===== src/rtl/bmac_pkg.sv =====
// Shared definitions for the BMAC datapath: default widths and the
// accumulator FSM state encoding.
package bmac_pkg;

    // Default widths used across the BMAC stages.
    localparam int BMAC_IN_WIDTH  = 32;
    localparam int BMAC_OUT_WIDTH = 16;
    localparam int ACC_WIDTH      = 32;

    // Accumulator FSM encoding; the fourth code is unused and recovers to idle.
    localparam logic [1:0] ST_IDLE = 2'd0;
    localparam logic [1:0] ST_ACC  = 2'd1;
    localparam logic [1:0] ST_HOLD = 2'd2;

endpackage : bmac_pkg


===== src/rtl/bmac_sat_add.sv =====
// Combinational signed saturating adder. The sum is formed one bit wider
// than the operands, and results outside the WIDTH-bit signed range
// clamp to the nearest limit, raising the overflow flag.
module bmac_sat_add
    import bmac_pkg::*;
#(
    parameter int WIDTH = 32
) (
    input  logic [WIDTH-1:0] a,
    input  logic [WIDTH-1:0] b,
    output logic [WIDTH-1:0] sum,
    output logic             overflow
);

    logic [WIDTH:0] wide;

    // Widen, add, then clamp when the two top bits of the wide sum disagree.
    always_comb begin
        // NOTE: every output is assigned at the top of the block before any
        // conditional override, so no path leaves a value unassigned and no
        // latch can be inferred; combinational logic uses blocking '='.
        wide     = {a[WIDTH-1], a} + {b[WIDTH-1], b};
        overflow = wide[WIDTH] ^ wide[WIDTH-1];
        sum      = wide[WIDTH-1:0];
        if (overflow) begin
            // The extra top bit carries the true sign of the unclamped sum.
            sum = wide[WIDTH] ? {1'b1, {(WIDTH-1){1'b0}}}
                              : {1'b0, {(WIDTH-1){1'b1}}};
        end
    end

endmodule : bmac_sat_add


===== src/rtl/bmac_acc.sv =====
// Accumulation stage behind BMAC: sums len_in consecutive signed partials
// into one saturated ACC_WIDTH result and hands it downstream over a
// valid/ready handshake. Handshake outputs decode from registered state only.
module bmac_acc
    import bmac_pkg::*;
#(
    parameter int IN_WIDTH  = BMAC_OUT_WIDTH,
    parameter int ACC_WIDTH = bmac_pkg::ACC_WIDTH,
    parameter int LEN_WIDTH = 8
) (
    input  logic                 clk,
    input  logic                 rst,
    input  logic [LEN_WIDTH-1:0] len_in,
    input  logic                 in_valid,
    output logic                 in_ready,
    input  logic [IN_WIDTH-1:0]  in_data,
    output logic                 out_valid,
    input  logic                 out_ready,
    output logic [ACC_WIDTH-1:0] out_data,
    output logic                 out_sat
);

    logic [1:0]           state;
    logic [ACC_WIDTH-1:0] acc;
    logic                 sat;
    logic [LEN_WIDTH-1:0] rem;

    logic                 beat;
    logic                 take;
    logic [ACC_WIDTH-1:0] in_ext;
    logic [ACC_WIDTH-1:0] sum;
    logic                 ovf;

    // Accept while collecting, present while holding; never both at once.
    assign in_ready  = (state != ST_HOLD);
    assign out_valid = (state == ST_HOLD);
    assign beat      = in_valid && in_ready;
    assign take      = out_valid && out_ready;

    // Partials are two's complement, so widen by sign extension.
    assign in_ext = {{(ACC_WIDTH-IN_WIDTH){in_data[IN_WIDTH-1]}}, in_data};

    bmac_sat_add #(
        .WIDTH(ACC_WIDTH)
    ) u_sat_add (
        .a       (acc),
        .b       (in_ext),
        .sum     (sum),
        .overflow(ovf)
    );

    // acc only changes in IDLE/ACC, so it can drive the output directly.
    assign out_data = acc;
    assign out_sat  = sat;

    // FSM, beat counter and accumulator; reset aborts any partial result.
    always_ff @(posedge clk) begin
        // NOTE: state registers use non-blocking '<=' so every register in
        // this block updates from the same pre-edge values.
        if (rst) begin
            state <= ST_IDLE;
            acc   <= '0;
            sat   <= 1'b0;
            rem   <= '0;
        end else begin
            case (state)
                ST_IDLE: begin
                    if (beat) begin
                        // The first beat cannot overflow because ACC_WIDTH > IN_WIDTH.
                        acc <= in_ext;
                        sat <= 1'b0;
                        rem <= len_in - LEN_WIDTH'(1);
                        // A length of zero is treated as a single-beat result.
                        state <= (len_in <= LEN_WIDTH'(1)) ? ST_HOLD : ST_ACC;
                    end
                end
                ST_ACC: begin
                    if (beat) begin
                        acc <= sum;
                        sat <= sat | ovf;
                        rem <= rem - LEN_WIDTH'(1);
                        if (rem == LEN_WIDTH'(1)) begin
                            state <= ST_HOLD;
                        end
                    end
                end
                ST_HOLD: begin
                    if (take) begin
                        state <= ST_IDLE;
                    end
                end
                default: state <= ST_IDLE;
            endcase
        end
    end

endmodule : bmac_acc


===== config.mk =====
export PLATFORM = sky130hd
export DESIGN_NAME = bmac_acc
export DESIGN_NICKNAME = d
export VERILOG_FILES = /design/src/rtl/bmac_pkg.sv /design/src/rtl/bmac_sat_add.sv /design/src/rtl/bmac_acc.sv
export SDC_FILE = /design/constraint.sdc
export NUM_CORES = 1
export LEC_CHECK = 0
export ABC_AREA = 1
export CORE_MARGIN = 2
export CORE_UTILIZATION = 30
export DETAILED_ROUTE_END_ITERATION = 8
export DONT_BUFFER_PORTS = 1
export SLEW_MARGIN = 20
export SYNTH_ARGS = -nofsm -noshare
export SYNTH_HDL_FRONTEND = slang
export SYNTH_SLANG_ARGS = --single-unit

===== constraint.sdc =====
create_clock -name clk -period 5.28 [get_ports clk]
set_clock_uncertainty 0.2 [all_clocks]
set_input_delay 0.528 -clock clk [delete_from_list [all_inputs] [get_ports clk]]
set_output_delay 0.528 -clock clk [all_outputs]
set_load 0.05 [all_outputs]

# Yosys cells after proc, flatten, opt, wreduce, memory -nomap -nowiden
# Index checks and enable logic that the tools add are counted.
[op_classes]
addsub = 3
n_lt_le_gt_ge = 1
eq_ne = 8
mux = 17
n_bitwise = 2
reduce_logical = 6
[ops]
columns = ["op", "count"]
rows = [
  ["2-to-1 mux 32 bit", 4],
  ["case mux 32 bit (2 select lines)", 1],
  ["adder 32 x 16 -> 33 bit", 1],
  ["2-to-1 mux 8 bit", 2],
  ["case mux 8 bit (2 select lines)", 1],
  ["subtractor 8 x 1 -> 8 bit (second input constant)", 2],
  ["2-to-1 mux 2 bit", 5],
  ["equality test 8 x 1 -> 1 bit (second input constant)", 1],
  ["less-or-equal comparator 8 x 1 -> 1 bit (second input constant)", 1],
  ["inequality test 2 bit (second input constant)", 4],
  ["case mux 2 bit (3 select lines)", 1],
  ["AND reduction 4 bit", 1],
  ["AND reduction 3 bit", 1],
  ["equality test 2 x 1 -> 1 bit (second input constant)", 1],
  ["equality test 2 bit (second input constant)", 1],
  ["logical AND 1 bit", 2],
  ["zero test 2 bit", 1],
  ["2-to-1 mux 1 bit", 2],
  ["inequality test 2 x 1 -> 1 bit (second input constant)", 1],
  ["case mux 1 bit (2 select lines)", 1],
  ["nonzero test 2 bit", 1],
  ["OR 1 bit", 1],
  ["bitwise XOR 1 bit", 1],
]
[word_totals]
regBits = 43
input_bits = 28
output_inout_bits = 35
elab_cells = 41

# Depth between registers and ports, before layout
# Gate-level depths: netlist of run 1.
[logic_depth]
ltp_word = 5
ltp_mapped = 18
depth_no_buf = 17

# Modules after synthesis
# Synthesis of run 1 repeated with hierarchy kept, for this count alone.
[hier_totals]
hier_cells = 790
area_unflattened_um2 = 4631.9
[by_module_without_submodules]
columns = ["module", "instances", "cells_each", "area_each_um2", "seq_area_each_um2"]
rows = [
  ["bmac_sat_add", 1, 492, 2546.2, 0.0],
  ["bmac_acc", 1, 298, 2085.8, 860.8],
]

# Least setup slack after synthesis of run 1
# OpenSTA, ideal clock, no wires.
[synth_timing]
path_kind = "register -> register"
startpoint = "register acc[0], in the netlist out_data[0]"
endpoint = "register acc[16], in the netlist out_data[16]"
setup_ns = 0.143
arrival_time_ns = 2.531
required_time_ns = 4.937
path_slack_ns = 2.405
path_stages_with_launch = 17
path_buffers = 1
synth_period_minus_slack_ns = 2.875
cell_sequence = "dfxtp_1 > ha_1 > inv_1 > fa_1 > o21ai_1 > nand3_1 > nand2_2 > nand2_1 > nand2_2 > nand2_2 > nand3_1 > nand2_2 > a21oi_4 > buf_6 > nand2_1 > nand2_1 > a21oi_2"
[synth_between]
elab_chain_cells = 5
elab_cells_between_ends = 6
classes_between = "add/sub: 1; mux: 4; bitwise: 1"
[synth_rtl]
columns = ["item", "line", "rtl"]
rows = [
  ["start, declared", "bmac_acc.sv:24", "logic [ACC_WIDTH-1:0] acc;"],
  ["start signal, assigned", "bmac_acc.sv:70", "acc <= in_ext;"],
  ["start signal, assigned", "bmac_acc.sv:79", "acc <= sum;"],
  ["adder 32 x 16 -> 33 bit *", "bmac_sat_add.sv:22", "wide = {a[WIDTH-1], a} + {b[WIDTH-1], b};"],
  ["2-to-1 mux 32 bit / bitwise XOR 1 bit (equally long branches)", "bmac_sat_add.sv:27, bmac_sat_add.sv:23", ""],
  ["2-to-1 mux 32 bit *", "bmac_sat_add.sv:25", "if (overflow) begin"],
  ["2-to-1 mux 32 bit *", "bmac_acc.sv:78", "if (beat) begin"],
  ["case mux 32 bit (2 select lines) *", "bmac_acc.sv:66", "case (state)"],
]
# Mark *: on every way between the ends. The rest lies on a longest branch, timed or not. The select of a mux whose other input is x is not followed.
# A chain may end at the register's enable or synchronous reset.

# Worst setup path after layout of run 1
[layout_timing]
startpoint = "register acc[0], in the netlist out_data[0]"
endpoint = "register acc[13], in the netlist out_data[13]"
# The elaborated chain is that of the path after synthesis.

==> results of run 1 <==
state kept, by name (all words and copies together), names as in the netlist:
name / count
rem: 8
state: 2
out_data: 32
out_sat: 1
how the worst max path moves through the flow:
stage                         endpoint  cells after the start  slack [ns]
after floorplan           out_data[16]                     16        2.41
after global placement     out_data[6]                     15        1.73
after detailed placement  out_data[26]                     15        1.67
after CTS                 out_data[30]                     15        1.66
after global routing      out_data[13]                     15        1.35
final                     out_data[13]                     15        1.66
synth_stat cells, drive strengths merged:
cell type	n
nand4	3
o221ai	1
o31ai	1
xnor2	7
nor3	11
a21oi	78
nand3b	1
ha	36
nor4	2
a21o	1
inv	94
clkinv	1
o21bai	8
buf	8
nand2	332
o211ai	2
a31oi	2
xor2	16
nor2	97
or2	5
fa	1
nand3	29
o21ai	23
clkbuf	12
dfxtp	43
where the power goes:
part,internal [mW],switching (mW),total [mW]
Clock,0.272,0.145,0.416
Sequential,0.365,0.147,0.512
Combinational,0.228,0.435,0.663
routing by layer:
layer	global-route usage, %	vias to the layer above	part of all wire, %
li1	-	2541	-
met1	22.4	2065	49
met2	27.1	90	44
met3	3.96	13	5.9
met4	4.22	0	1.6
met5	0	-	0
cell families (layout without fill, tap and decap cells):
family / after synthesis / in the layout / share of synthesized area, %
compound gates: 116 / 116 / 15.9
xor+xnor: 23 / 23 / 4.29
fa+ha+maj: 37 / 37 / 10.0
buf+inv: 115 / 106 / 10.2
flops: 43 / 43 / 18.3
simple gates: 480 / 480 / 41.3
area by class of cell:
cell class	count	area, µm²	share of cell area (%)
Clock buffer	6	129	2.55
Clock inverter	2	60.1	1.19
Inverter	95	357	7.06
Multi-Input combinational cell	656	3350	66.5
Sequential cell	43	861	17.1
Tap cell	211	264	5.23
Timing Repair Buffer	3	22.5	0.446
critical path: stages (launching register included):
cell and delay (ns):
dfxtp_1 0.67, ha_1 0.32, inv_1 0.08, fa_1 0.43, o21ai_1 0.19, nand3_1 0.11, nand2_2 0.10, nand2_1 0.07
nand2_2 0.10, nand2_2 0.07, nand3_1 0.08, nand2_2 0.08, a21oi_4 0.73, nand2_1 0.12, nand2_1 0.12, a21oi_2 0.05
==> results.py, run 1 <==
metrics = {
    "run_status": {
        "status": "completed",
    },
    "sta": {
        "slew_violations": 0,
        "fin_crit_sh_pct": 68.6,
        "rsz0062_at_grt": "false",
        "holdWs_ns": 0.0966,
        "setup_viol": 0,
        "hold_violations": 0,
        "slew_headroom_pct": 37.4,
        "finalCriticalPeriod_ns": 3.62,
        "finalWorstSetupSlack_ns": 1.66,
        "fin_setup_tns_ns": 0,
        "worst_slew_pin_slew_ns": 0.936,
        "fmax_mhz": 276,
    },
    "worst_setup_path": {
        "worst-endpoint-arrival_ns": 3.61,
        "crit_start": "out_data[0]",
        "rr_endpoint": "out_data[13]",
        "crit_required_ns": 5.27,
        "reg2reg_slack_ns": 1.66,
        "r2r_start": "out_data[0]",
        "critPathKind": "flip-flop to flip-flop",
        "startpoint_type": "flip-flop",
        "cp_max_fo": 31,
        "end_kind": "flip-flop",
        "rr_worst_depth": 15,
    },
    "floorplanning": {
        "ios": 63,
        "core_mm2": 0.0153,
        "die_width_um": 129,
        "die_y_um": 129,
        "row_count": 45,
        "start_util_pct": 30.8,
        "die_area_mm2": 0.0167,
    },
    "routing": {
        "vias": 4709,
        "drt_first_pass_iters": 4,
        "drt_iter0_markers": 236,
        "drt-total-wl_mm": 13.4,
        "drt-wirelength-per-cell_um": 13.2,
        "drc": 0,
        "ant_nets": 0,
        "via_per_inst": 4.63,
    },
    "place": {
        "dp_worst_setup_slack_ns": 1.67,
        "place_area_mm2": 0.00486,
        "dp_hpwl_mm": 10.4,
        "dpl.cell_count": 1008,
        "gp_congestion": 0.911,
        "portBuffers": 0,
    },
    "finish": {
        "syn2layout_area_growth_pct": 7.52,
        "final_util_pct": 33.1,
        "n_antenna_cell": 0,
        "instances_no_fill": 1016,
        "final_cell_mix": "nand2_1 (316), nor2_1 (94), inv_1 (91), a21oi_1 (46), dfxtp_1 (43)",
        "n_fill_cell": 1737,
        "mostFrequentLayoutCell": "nand2_1",
        "fin_area_mm2": 0.00505,
        "layout-drive-gt1-share_pct": 8.45,
        "fin_nets": 869,
    },
    "logic_synthesis": {
        "synthTopCellsByArea": "nand2_1 (25%), dfxtp_1 (18%), ha_1 (9.6%), nor2_1 (7.5%), inv_1 (7.4%)",
        "yosys_warnings": 0,
        "synthCells": 814,
        "postSynthNetCount": 879,
        "synth_top_area_share_pct": 25.3,
        "ys_ff_latch": 43,
        "mappedNetlistArea_mm2": 0.00469,
        "avgSynthCellArea_um2": 5.77,
        "synth_seq_area_share_pct": 18.3,
        "synth_area_leader_cell": "nand2_1",
        "post_synth_num_cell_types": 35,
    },
    "clock_tree": {
        "postCtsHoldBufs": 0,
        "worstSkewPairLatency_ns": 0.30,
        "cts-root-buf": "clkbuf_16",
        "clkTransAtPathRegs_ns": 0.07,
        "cts_resized": 0,
        "post_cts_buffers": 0,
        "cts_tree": "yes",
        "clock-sinks": 43,
        "htree_levels": 2,
        "cts_made_buffers": 5,
        "cts_buffer_depth": 2,
    },
    "power": {
        "p_leak_nw": 2.55,
        "power_mw": 1.59,
        "powerDensity_mw_per_mm2": 315,
        "peakVddDrop_mv": 0.104,
    },
    "global_route": {
        "overflow": 0,
        "grt_antenna_before_repair": 0,
        "grt_first_pass_wirelength_mm": 22.2,
        "grt_max_degree": 59,
        "track_usage_pct": 16.7,
        "grt_pass1_vias": 4442,
    },
    "hold_path": {
        "hold_end": "out_data[17]",
        "hold_class": "input port to flip-flop",
        "min_from": "rst",
        "min_path_cells": 1,
    },
    "job": {
        "cap_violations": 0,
    },
}
Power figures use the tool's default switching activity.
==> run 2: changes to the inputs <==
clock period = 3.8 ns   (was 5.28 ns; I/O delays follow)
==> run 2 against run 1 <==
  * Critical path depth rose by 1
  * Register-to-register slack got worse by 0.86 ns
  * Cell count rose by 3.4%
  * Sequential cell count did not move
  * Non-clock buffer count rose by 35
  * Wire length rose by 3.3%
  * Via count rose by 2.8%
  * Largest cell class unchanged
==> results.py, run 2 (synthesized netlist as in run 1, its figures left out) <==
metrics = {
    "sta": {
        "worst_slew_pin_slew_ns": 0.957,
        "fin_setup_tns_ns": 0,
        "fin_crit_sh_pct": 78.9,
        "setup_viol": 0,
        "hold_violations": 0,
        "finalCriticalPeriod_ns": 3.00,
        "rsz0062_at_grt": "false",
        "slew_headroom_pct": 36.0,
        "slew_violations": 0,
        "fmax_mhz": 333,
        "holdWs_ns": 0.0374,
    },
    "worst_setup_path": {
        "startpoint_type": "flip-flop",
        "end_kind": "flip-flop",
        "worst_path_max_delay_cell": "fa_1",
        "cp_cell_sequence": "buf_4, inv_1, fa_1, o21ai_1, nand3_1, nand2_2, nand2_1, nand2_2, nand2_2, nand3_1, nand2_2, a21oi_4, buf_12, nand2_1, nand2_1, a21oi_2",
        "critPathKind": "flip-flop to flip-flop",
        "cp_max_fo": 16,
        "worst-endpoint-arrival_ns": 2.98,
        "crit_start": "out_data[1]",
        "r2r_start": "out_data[1]",
        "crit_required_ns": 3.78,
        "crit_top_cell": "nand2_2",
        "crit_path_max_incr_delay_ns": 0.45,
    },
    "clock_tree": {
        "cts-root-buf": "clkbuf_16",
        "worstSkewPairLatency_ns": 0.30,
        "clkTransAtPathRegs_ns": 0.07,
        "cts_resized": 0,
        "clock-sinks": 43,
        "cts_made_buffers": 5,
        "htree_levels": 2,
        "post_cts_buffers": 0,
        "cts_tree": "yes",
        "cts_buffer_depth": 2,
    },
    "global_route": {
        "grt_antenna_before_repair": 0,
        "grt_max_degree": 59,
        "grt_first_pass_wirelength_mm": 23.0,
        "track_usage_pct": 17.3,
        "overflow": 0,
        "grt_pass1_vias": 4630,
    },
    "power": {
        "peakVddDrop_mv": 0.197,
        "p_leak_nw": 2.75,
        "power_frac_comb_pct": 51.6,
        "pwr-share-clk_pct": 25.1,
        "powerDensity_mw_per_mm2": 430,
        "power_mw": 2.30,
        "internal_power_mw": 1.26,
        "seq_power_share_pct": 23.3,
        "p_sw_share_pct": 45.1,
        "p_switching_mw": 1.04,
    },
    "finish": {
        "syn2layout_area_growth_pct": 13.8,
        "final_cell_mix": "nand2_1 (316), nor2_1 (94), inv_1 (91), a21oi_1 (46), dfxtp_1 (43)",
        "fin_nets": 904,
        "mostFrequentLayoutCell": "nand2_1",
        "layout-drive-gt1-share_pct": 12.3,
        "instances_no_fill": 1051,
        "n_antenna_cell": 0,
        "fin_area_mm2": 0.00534,
        "largest_register_ffs": 32,
    },
    "floorplanning": {
        "die_width_um": 129,
        "row_count": 45,
        "start_util_pct": 30.8,
        "die_y_um": 129,
        "ios": 63,
        "core_mm2": 0.0153,
        "die_area_mm2": 0.0167,
    },
    "routing": {
        "routedLengthMet1_mm": 6.57,
        "drc": 0,
        "ant_nets": 0,
        "wl_met2_mm": 6.10,
        "top_layer": "met4",
        "vias": 4841,
        "drt_iter0_markers": 251,
        "via_per_inst": 4.61,
        "drt-wirelength-per-cell_um": 13.2,
        "drt-total-wl_mm": 13.9,
        "route.met3.wl_um": 898,
        "drt_first_pass_iters": 5,
    },
    "place": {
        "dpl.cell_count": 1042,
        "gp_congestion": 0.904,
        "portBuffers": 0,
        "dp_hpwl_mm": 10.7,
        "place_area_mm2": 0.00513,
    },
    "run_status": {
        "status": "completed",
    },
    "job": {
        "cap_violations": 0,
    },
    "hold_path": {
        "min_from": "rst",
        "hold_class": "input port to flip-flop",
    },
}
==> run 2: changes by cell type in the layout (fill, tap and decap cells not counted) <==
cell,before,now
buf_16,0,1
buf_12,0,1
buf_4,3,36
==> run 2: power groups by stage <==
| stage | clock [mW] | sequential, mW | combinational, mW |
|---|---|---|---|
| final | 0.577 | 0.537 | 1.19 |
| after floorplan | 0 | 0.701 | 0.776 |
| after global routing | 0.613 | 0.544 | 1.33 |
| after detailed placement | 0 | 0.547 | 1.17 |
| after CTS | 0.594 | 0.537 | 1.19 |
| after global placement | 0 | 0.546 | 1.16 |
==> run 2: final timing paths <==
| kind | end | slack, ns | cells past startpoint |
|---|---|---|---|
| max | out_data[16] | 0.80 | 16 |
| min | rem[1] | 0.04 | 3 |
| max reg2reg | out_data[16] | 0.80 | 16 |
| min reg2reg | rem[7] | 0.27 | 2 |
==> run 2: cell type report <==
class | instances | area [µm²]
timing repair buffer | 38 | 318
tap | 211 | 264
inverter | 95 | 357
multi-input combinational | 656 | 3350
sequential | 43 | 861
fill | 1710 | 9920
clock buffer | 6 | 129
clock inverter | 2 | 60.1
==> run 2: per-stage QoR <==
| stage | worst slack (ns) | utilization [%] |
|---|---|---|
| floorplan | 0.925 | - |
| global placement | 0.862 | 33.6 |
| detailed placement | 0.761 | 33.6 |
| CTS | 0.787 | 35.0 |
| global route | 0.483 | 35.0 |
| finish | 0.800 | 35.0 |
==> run 2: worst max-delay path: cells and delay by family (launching register included) <==
| kind | cells | cell delay [ns] |
|---|---|---|
| DFF | 1 | 0.31 |
| and+or+nand+nor | 9 | 0.73 |
| adders and majority gates | 1 | 0.45 |
| AOI/OAI and AO/OA | 3 | 0.68 |
| buffers and inverters | 3 | 0.51 |
==> run 2: routing by layer <==
metal,vias to the layer above,GRT usage (%)
li1,2608,-
met1,2093,22.9
met2,120,28.1
met3,20,4.13
met4,0,4.73
met5,-,0
==> run 2: timing repair <==
item	4_1_cts	5_1_grt
endpoints found under the setup margin	0	0
hold buffers	1	0
endpoints found under the hold margin	39	0
